File: config.mk
export PLATFORM = sky130hd
export DESIGN_NAME = usb_spi_master
export DESIGN_NICKNAME = d
export VERILOG_FILES = /design/src/rtl/usb_spi_master.sv
export SDC_FILE = /design/constraint.sdc
export NUM_CORES = 1
export LEC_CHECK = 0
export CORE_UTILIZATION = 52
export DETAILED_ROUTE_END_ITERATION = 7
export PLACE_DENSITY = 0.76
export RECOVER_POWER = 25
export SLEW_MARGIN = 20
export SYNTH_ARGS = -nofsm -noshare
export SYNTH_HDL_FRONTEND = slang
export SYNTH_SLANG_ARGS = --single-unit
File: constraint.sdc
create_clock -name clk_in -period 5 [get_ports clk_in]
set_input_delay 1 -clock clk_in [delete_from_list [all_inputs] [get_ports clk_in]]
set_output_delay 1 -clock clk_in [all_outputs]
set_load 0.05 [all_outputs]
File: src/rtl/usb_spi_master.sv
// SPI master (mode 0, MSB first) feeding the external USB host chip.
// Bytes arrive on a valid/ready stream. Chip select stays low from the first
// accepted byte until the byte flagged last has been shifted. Each received
// byte is presented as a one-cycle rx_valid_out pulse.
module usb_spi_master #(
  parameter int unsigned CLK_DIV = 2  // SCLK half-period in clk_in cycles, 1..255
) (
  input  logic       clk_in,
  input  logic       rst_in,
  input  logic [7:0] tx_data_in,
  input  logic       tx_valid_in,
  input  logic       tx_last_in,
  output logic       tx_ready_out,
  output logic [7:0] rx_data_out,
  output logic       rx_valid_out,
  output logic       busy_out,
  output logic       done_out,
  input  logic       miso_in,
  output logic       sclk_out,
  output logic       mosi_out,
  output logic       ss_out
);

  typedef enum logic [2:0] {
    S_GAP,
    S_IDLE,
    S_SETUP,
    S_SHIFT,
    S_WAIT,
    S_HOLD
  } state_t;

  localparam logic [7:0] DIV_LAST  = 8'(CLK_DIV - 1);
  localparam logic [4:0] EDGE_LAST = 5'd16;

  state_t     r_state;
  logic [7:0] r_div_cnt;   // clk_in cycles spent in the current half-period
  logic [4:0] r_edge_cnt;  // SCLK edges produced so far for this byte
  logic [7:0] r_tx_shift;  // bit 6 is the next bit to put on MOSI
  logic [7:0] r_rx_shift;  // MISO bits collected MSB first
  logic       r_last;      // current byte closes the transaction

  logic w_div_done;
  logic w_accept;

  assign w_div_done = (r_div_cnt == DIV_LAST);

  // Ready is decoded from state. In the cycle that rx_valid_out is high the
  // machine already sits in WAIT, but the next byte is only taken one cycle
  // later so the byte period stays 17*CLK_DIV+2.
  assign tx_ready_out = (r_state == S_IDLE) ||
                        ((r_state == S_WAIT) && !rx_valid_out);
  assign w_accept     = tx_valid_in && tx_ready_out;

  // Transfer sequencer: state, counters, shift registers and all SPI/stream outputs.
  // NOTE: every register here is updated with <= so all of them see the
  // pre-edge values; a blocking = would let later lines observe the new state.
  always_ff @(posedge clk_in or negedge rst_in) begin
    if (!rst_in) begin
      r_state      <= S_GAP;
      r_div_cnt    <= 8'd0;
      r_edge_cnt   <= 5'd0;
      r_tx_shift   <= 8'd0;
      r_rx_shift   <= 8'd0;
      r_last       <= 1'b0;
      ss_out       <= 1'b1;
      sclk_out     <= 1'b0;
      mosi_out     <= 1'b0;
      rx_data_out  <= 8'd0;
      rx_valid_out <= 1'b0;
      done_out     <= 1'b0;
      busy_out     <= 1'b0;
    end else begin
      // NOTE: pulse outputs default low each cycle and are raised only by the
      // branch that produces the event, which keeps them exactly one cycle wide.
      rx_valid_out <= 1'b0;
      done_out     <= 1'b0;

      case (r_state)
        // Minimum deselect time after reset and between transactions.
        S_GAP: begin
          if (w_div_done) begin
            r_div_cnt <= 8'd0;
            r_state   <= S_IDLE;
          end else begin
            r_div_cnt <= r_div_cnt + 8'd1;
          end
        end

        // IDLE opens a transaction; WAIT continues one with SS still low.
        S_IDLE, S_WAIT: begin
          if (w_accept) begin
            r_tx_shift <= tx_data_in;
            r_last     <= tx_last_in;
            mosi_out   <= tx_data_in[7];
            ss_out     <= 1'b0;
            busy_out   <= 1'b1;
            r_div_cnt  <= 8'd0;
            r_state    <= S_SETUP;
          end
        end

        // MOSI bit 7 settles for one half-period before the first rise.
        S_SETUP: begin
          if (w_div_done) begin
            r_div_cnt  <= 8'd0;
            sclk_out   <= 1'b1;
            r_rx_shift <= {r_rx_shift[6:0], miso_in};
            r_edge_cnt <= 5'd1;
            r_state    <= S_SHIFT;
          end else begin
            r_div_cnt <= r_div_cnt + 8'd1;
          end
        end

        // Sixteen SCLK edges, then one more low half-period before the byte
        // is reported, which gives the slave hold time on bit 0.
        S_SHIFT: begin
          if (w_div_done) begin
            r_div_cnt <= 8'd0;
            if (r_edge_cnt == EDGE_LAST) begin
              rx_valid_out <= 1'b1;
              rx_data_out  <= r_rx_shift;
              r_state      <= r_last ? S_HOLD : S_WAIT;
            end else begin
              sclk_out   <= ~sclk_out;
              r_edge_cnt <= r_edge_cnt + 5'd1;
              if (!sclk_out) begin
                r_rx_shift <= {r_rx_shift[6:0], miso_in};
              end else if (r_edge_cnt != EDGE_LAST - 5'd1) begin
                // Falls 1..7 present the next bit; the fall after bit 0 keeps it.
                mosi_out   <= r_tx_shift[6];
                r_tx_shift <= {r_tx_shift[6:0], 1'b0};
              end
            end
          end else begin
            r_div_cnt <= r_div_cnt + 8'd1;
          end
        end

        // Chip-select hold after the final byte, then release.
        S_HOLD: begin
          if (w_div_done) begin
            r_div_cnt <= 8'd0;
            ss_out    <= 1'b1;
            busy_out  <= 1'b0;
            done_out  <= 1'b1;
            r_state   <= S_GAP;
          end else begin
            r_div_cnt <= r_div_cnt + 8'd1;
          end
        end

        default: begin
          r_state <= S_GAP;
        end
      endcase
    end
  end

endmodule

======== Word level (Yosys, flattened, before mapping) ========
Cells that the tools add are included.
W data, S select, Z words.
word-level totals
  bits in registers ....................... 46
  bits in latches ......................... 0
  bits in writable memories ............... 0
  bits in read-only memories .............. 0
  input bits .............................. 13
  output and inout bits ................... 15
  logic and storage cells ................. 99
  memories kept ........................... 0
operators by class
  $add $sub $neg .......................... 2
  multiply operators ...................... 0
  div/mod/pow operators ................... 0
  magnitude comparators ................... 0
  equal/unequal tests ..................... 18
  shift operators ......................... 0
  muxes and demuxes ....................... 46
  bitwise logic cells ..................... 1
  reductions and logical operators ........ 19
operator list
  operator               number
  $mux W8                6
  $mux W7                5
  $pmux W8 S2            2
  $ne A2 B2 Y1 const B   10
  $mux W3                6
  $mux W1                17
  $mux W5                3
  $pmux W3 S5            1
  $pmux W7 S2            1
  $reduce_and A6 Y1      2
  $pmux W5 S2            1
  $add A8 B1 Y8 const B  1
  $eq A8 B1 Y1 const B   1
  $pmux W1 S2            4
  $reduce_bool A2 Y1     4
  $eq A3 B2 Y1 const B   2
  $eq A3 B3 Y1 const B   2
  $reduce_and A3 Y1      2
  $add A5 B1 Y5 const B  1
  $eq A5 B5 Y1 const B   1
  $ne A5 B4 Y1 const B   1
  $reduce_and A5 Y1      1
  $reduce_and A2 Y1      2
  $reduce_and A4 Y1      1
  8 further kinds        9

======== Depth between registers and ports, before layout ========
  depth after elaboration ................. 6
  gate-level depth with buffers ........... 8
  gate-level depth less buffers ........... 7

======== Worst setup path after synthesis ========
Ideal clock, no wire load.
  path kind ............................... reg2out
  from .................................... register rx_valid_out
  to ...................................... output tx_ready_out
  arrival time ............................ 1899 ps
  required time ........................... 4000 ps
  setup slack ............................. 2101 ps
  stages on the path, launching flop included .. 4
  buffers on the path ..................... 0
  cells stage by stage .................... dfrtp_1 -> or3b_2 -> and2_1 -> nor2_1
on the way
  longest elaborated chain between the ends .. 3
ends and longest elaborated chain
  what                    RTL line  source
  from (decl)             15        output logic rx_valid_out,
  from (signal assigned)  70        rx_valid_out <= 1'b0;
  from (signal assigned)  76        rx_valid_out <= 1'b0;
  from (signal assigned)  122       rx_valid_out <= 1'b1;
  $logic_not A1 Y1        52        ((r_state == S_WAIT) && !rx_valid_out);
  $logic_and A1 B1 Y1     52
  $logic_or A1 B1 Y1      51        assign tx_ready_out = (r_state == S_IDLE) ||
  to (decl)               13        output logic tx_ready_out,
No other way between the ends.

======== Final worst setup path ========
  from .................................... register r_state[0]
  to ...................................... output tx_ready_out
on the way
  longest elaborated chain between the ends .. 3
  elaborated cells on any way between the ends .. 4
  those cells by class .................... eq/ne: 2; reduce/logical: 2
ends and longest elaborated chain
  what                    RTL line  source
  from (decl)             36        state_t r_state;
  from (signal assigned)  124       r_state <= r_last ? S_HOLD : S_WAIT;
  $eq A3 B3 Y1            52
  $logic_and A1 B1 Y1     52
  $logic_or A1 B1 Y1 (*)  51
Mark *: on every way between the ends. The rest lies on a longest branch, timed or not.

==> out/metrics.csv <==
stage;metric;value;unit
min_path;hold_end;r_last$_DFFE_PN0P_;
status;status;complete, but fails checks;
place;gp_congestion;0.7917;
critical_path;regToRegEndpoint;r_rx_shift[3]$_DFFE_PN0P_;
clocking;clkTransAtPathRegs;0.09;ns
logic_synthesis;synth_top_flop_cell;dfrtp_1;
job;cap_violations;1;
logic_synthesis;syn_inst;197;
global_route;grt_antenna_before_repair;0;
clocking;cts_tree;built;
floorplan;die_w;67.39;um
finish;area_growth;16.83;%
clocking;post-cts-setup-buffer-count;0;
routing;top_layer_used;met4;
logic_synthesis;synth_edf_count;0;
power;irDropWorstVdd;0.0002956;V
timing;min_period;3.464;ns
finish;utilization;64.01;%
critical_path;r2r_setup_slack;2.59;ns
global_route;grt_max_degree;47;
floorplan;die_area;4541;sq um
routing;wl_per_cell;14.11;um
critical_path;crit_arrival;2.46;ns
routing;firstDrtPassIters;4;
place;placedInstanceArea;2506;sq um
power;p_leak;1.170;nW
min_path;holdPathStages;1;
finish;final_cell_area;2597;sq um
logic_synthesis;ys_top_cells_by_area;dfrtp_1, mux2_4, mux2_2;
logic_synthesis;synth_fp_nets;215;
power;total_power;1.349;mW
logic_synthesis;yosysWarnings;0;
timing;finalHoldViolCount;0;
floorplan;rows;23;
logic_synthesis;ys_ff_latch;46;
routing;via_count;1574;
logic_synthesis;ys_async_sr_fraction;100.0;%
finish;fillers;329;
timing;finalCritPeriodShare;69.28;%
logic_synthesis;synth_top_area_cell;dfrtp_1;
routing;avgViaCountPerCell;5.724;
critical_path;crit_path_top_delay_cell;clkdlybuf4s50_1;
timing;max-slew-margin-rel;-59.24;%
finish;stdcell_count;275;
finish;nNetsFinal;242;
place;io_buffers;27;
critical_path;cp_slowest_stage_delay;0.80;ns
critical_path;path_max_fanout;16;
routing;drc;0;
place;hpwl;2631;um
clocking;post_cts_resized;0;
logic_synthesis;syn_area;2223;sq um
global_route;track_usage;20.32;%
logic_synthesis;avgSynthCellArea;11.29;sq um
critical_path;r2r_start;r_edge_cnt[0]$_DFFE_PN0P_;
min_path;hp-start;r_last$_DFFE_PN0P_;
finish;diodes;0;
timing;worst_pin_slew;2.389;ns
global_route;grt_pass1_wl;6693;um
routing;ant_nets;0;
clocking;htreeDepth;2;
clocking;cts_sinks;46;
timing;setup_viol;0;
place;dp_cells;267;
routing;met1_length;1865;um
floorplan;die_y;67.39;um
logic_synthesis;synth_top_area_share;50.65;%
routing;drt_iter0_markers;109;
timing;fin_skew;0.004636;ns
routing;met2RoutedLength;1841;um
clocking;cts-root-buf;clkbuf_8;
power;p_per_area;519.3;nW/um^2
global_route;globalRouteOverflowTotal;0;
timing;fmax;288.7;MHz
critical_path;worstSetupPathType;reg -> out;
clocking;cts_buffer_depth;2;
critical_path;end_kind;output pin;
floorplan;ios;28;
timing;tns;0;ns
clocking;insertion_delay;0.30;ns
logic_synthesis;yosysMostFrequentCell;dfrtp_1;
min_path;hold_path_class;reg -> reg;
critical_path;startpoint_type;flip-flop;
logic_synthesis;ys_seq_area_share;51.83;%
floorplan;start_util;54.79;%
clocking;ctsHoldBuffers;0;
finish;drive_gt1_share;14.22;%
status;violations;max-capacitance violations, max-slew violations;
timing;rsz0062_at_grt;no;
routing;wl_met3;114;um
timing;final_max_slew_viol_count;47;
critical_path;path_cells;or3b_2, and2_1, nor2_1, clkdlybuf4s50_1;
logic_synthesis;yosysUniqueCellTypes;41;
critical_path;r2r_cells;6;
logic_synthesis;synthTopCellsByCount;dfrtp_1, nor2_1, o21ai_0;
critical_path;crit_required;4.00;ns
floorplan;core;4058;sq um
clocking;cts_made_buffers;5;
routing;drt_wl_total;3881;um
global_route;grt_pass1_vias;1449;
[final cells by class]
| class | count | area [sq um] | area share, % |
|---|---|---|---|
| Clock inverter | 3 | 23.77 | 0.9152 |
| Multi-Input combinational cell | 136 | 996.0 | 38.34 |
| Tap cell | 50 | 62.56 | 2.408 |
| Inverter | 8 | 30.03 | 1.156 |
| Sequential cell | 46 | 1152 | 44.36 |
| Timing Repair Buffer | 27 | 264.0 | 10.16 |
| Clock buffer | 5 | 68.82 | 2.649 |
[cell families (layout without fill, tap and decap cells)]
logic type	Yosys count	after routing	synth area share, %
muxes	25	25	13.62
buffers and inverters	15	43	3.376
DFF	46	46	51.83
and+or+nand+nor	59	59	14.58
adders and majority gates	5	5	2.814
AOI/OAI and AO/OA	44	44	12.61
xor gates and xnor gates	3	3	1.182
[flip-flops by register name (all words and copies together) (netlist names)]
register / cells
busy_out: 1
done_out: 1
mosi_out: 1
r_div_cnt: 8
r_edge_cnt: 5
r_last: 1
r_rx_shift: 8
r_state: 3
r_tx_shift: 7
rx_data_out: 8
rx_valid_out: 1
sclk_out: 1
ss_out: 1
[metal layers]
layer,vias to the layer above,GRT usage [%]
li1,768,-
met1,782,27.93
met2,20,29.50
met3,4,6.250
met4,0,8.777
met5,-,0
[how the worst max path moves through the flow]
stage                            from            to  slack, ns
2_1_floorplan  rx_valid_out$_DFF_PN0_  tx_ready_out       2.10
3_3_place_gp   r_state[0]$_DFFE_PN0P_  tx_ready_out       1.89
3_5_place_dp   r_state[0]$_DFFE_PN0P_  tx_ready_out       1.87
4_1_cts        r_state[0]$_DFFE_PN0P_  tx_ready_out       1.52
5_1_grt        r_state[0]$_DFFE_PN0P_  tx_ready_out       1.45
6_report       r_state[0]$_DFFE_PN0P_  tx_ready_out       1.54
[report_power, final]
| group | switching, mW | internal [mW] |
|---|---|---|
| Clock | 0.134 | 0.100 |
| Sequential | 0.103 | 0.484 |
| Combinational | 0.289 | 0.239 |
| Total | 0.526 | 0.823 |
[critical path: cells and delay by family, from the launching register on]
| kind | cells | cell delay [ns] |
|---|---|---|
| DFF | 1 | 0.54 |
| buffers and inverters | 1 | 0.80 |
| and+or+nand+nor | 3 | 0.83 |
[stage by stage]
stage | hold slack, ns | worst slack (ns)
global route | 0.5299 | 1.454
global placement | 0.4833 | 1.886
CTS | 0.5116 | 1.524
floorplan | 0.4716 | 2.101
detailed placement | 0.4910 | 1.866
finish | 0.5091 | 1.536
[cells in the final DEF, fill, tap and decap left out, types with 2 or more instances in the layout]
cell             synthesis  layout
clkinvlp_4               0       2
mux2_4                   8       8
clkbuf_8                 0       5
nor3_1                   6       6
o22ai_1                  4       4
xor2_1                   2       2
and3_1                   4       4
nand2b_1                 3       3
mux2_2                  10      10
nor2b_1                  3       3
inv_1                    8       8
nand4_1                  3       3
or3_1                    2       2
mux2i_1                  7       7
nand2_1                  5       5
ha_1                     5       5
a22o_1                   7       7
dfrtp_1                 45      45
nor2_1                  17      17
a21oi_1                 11      11
nand3_1                  9       9
clkdlybuf4s50_1          0      26
o21ai_0                 12      12
a21o_1                   2       2
No activity file was read; power rests on OpenSTA's default activity.
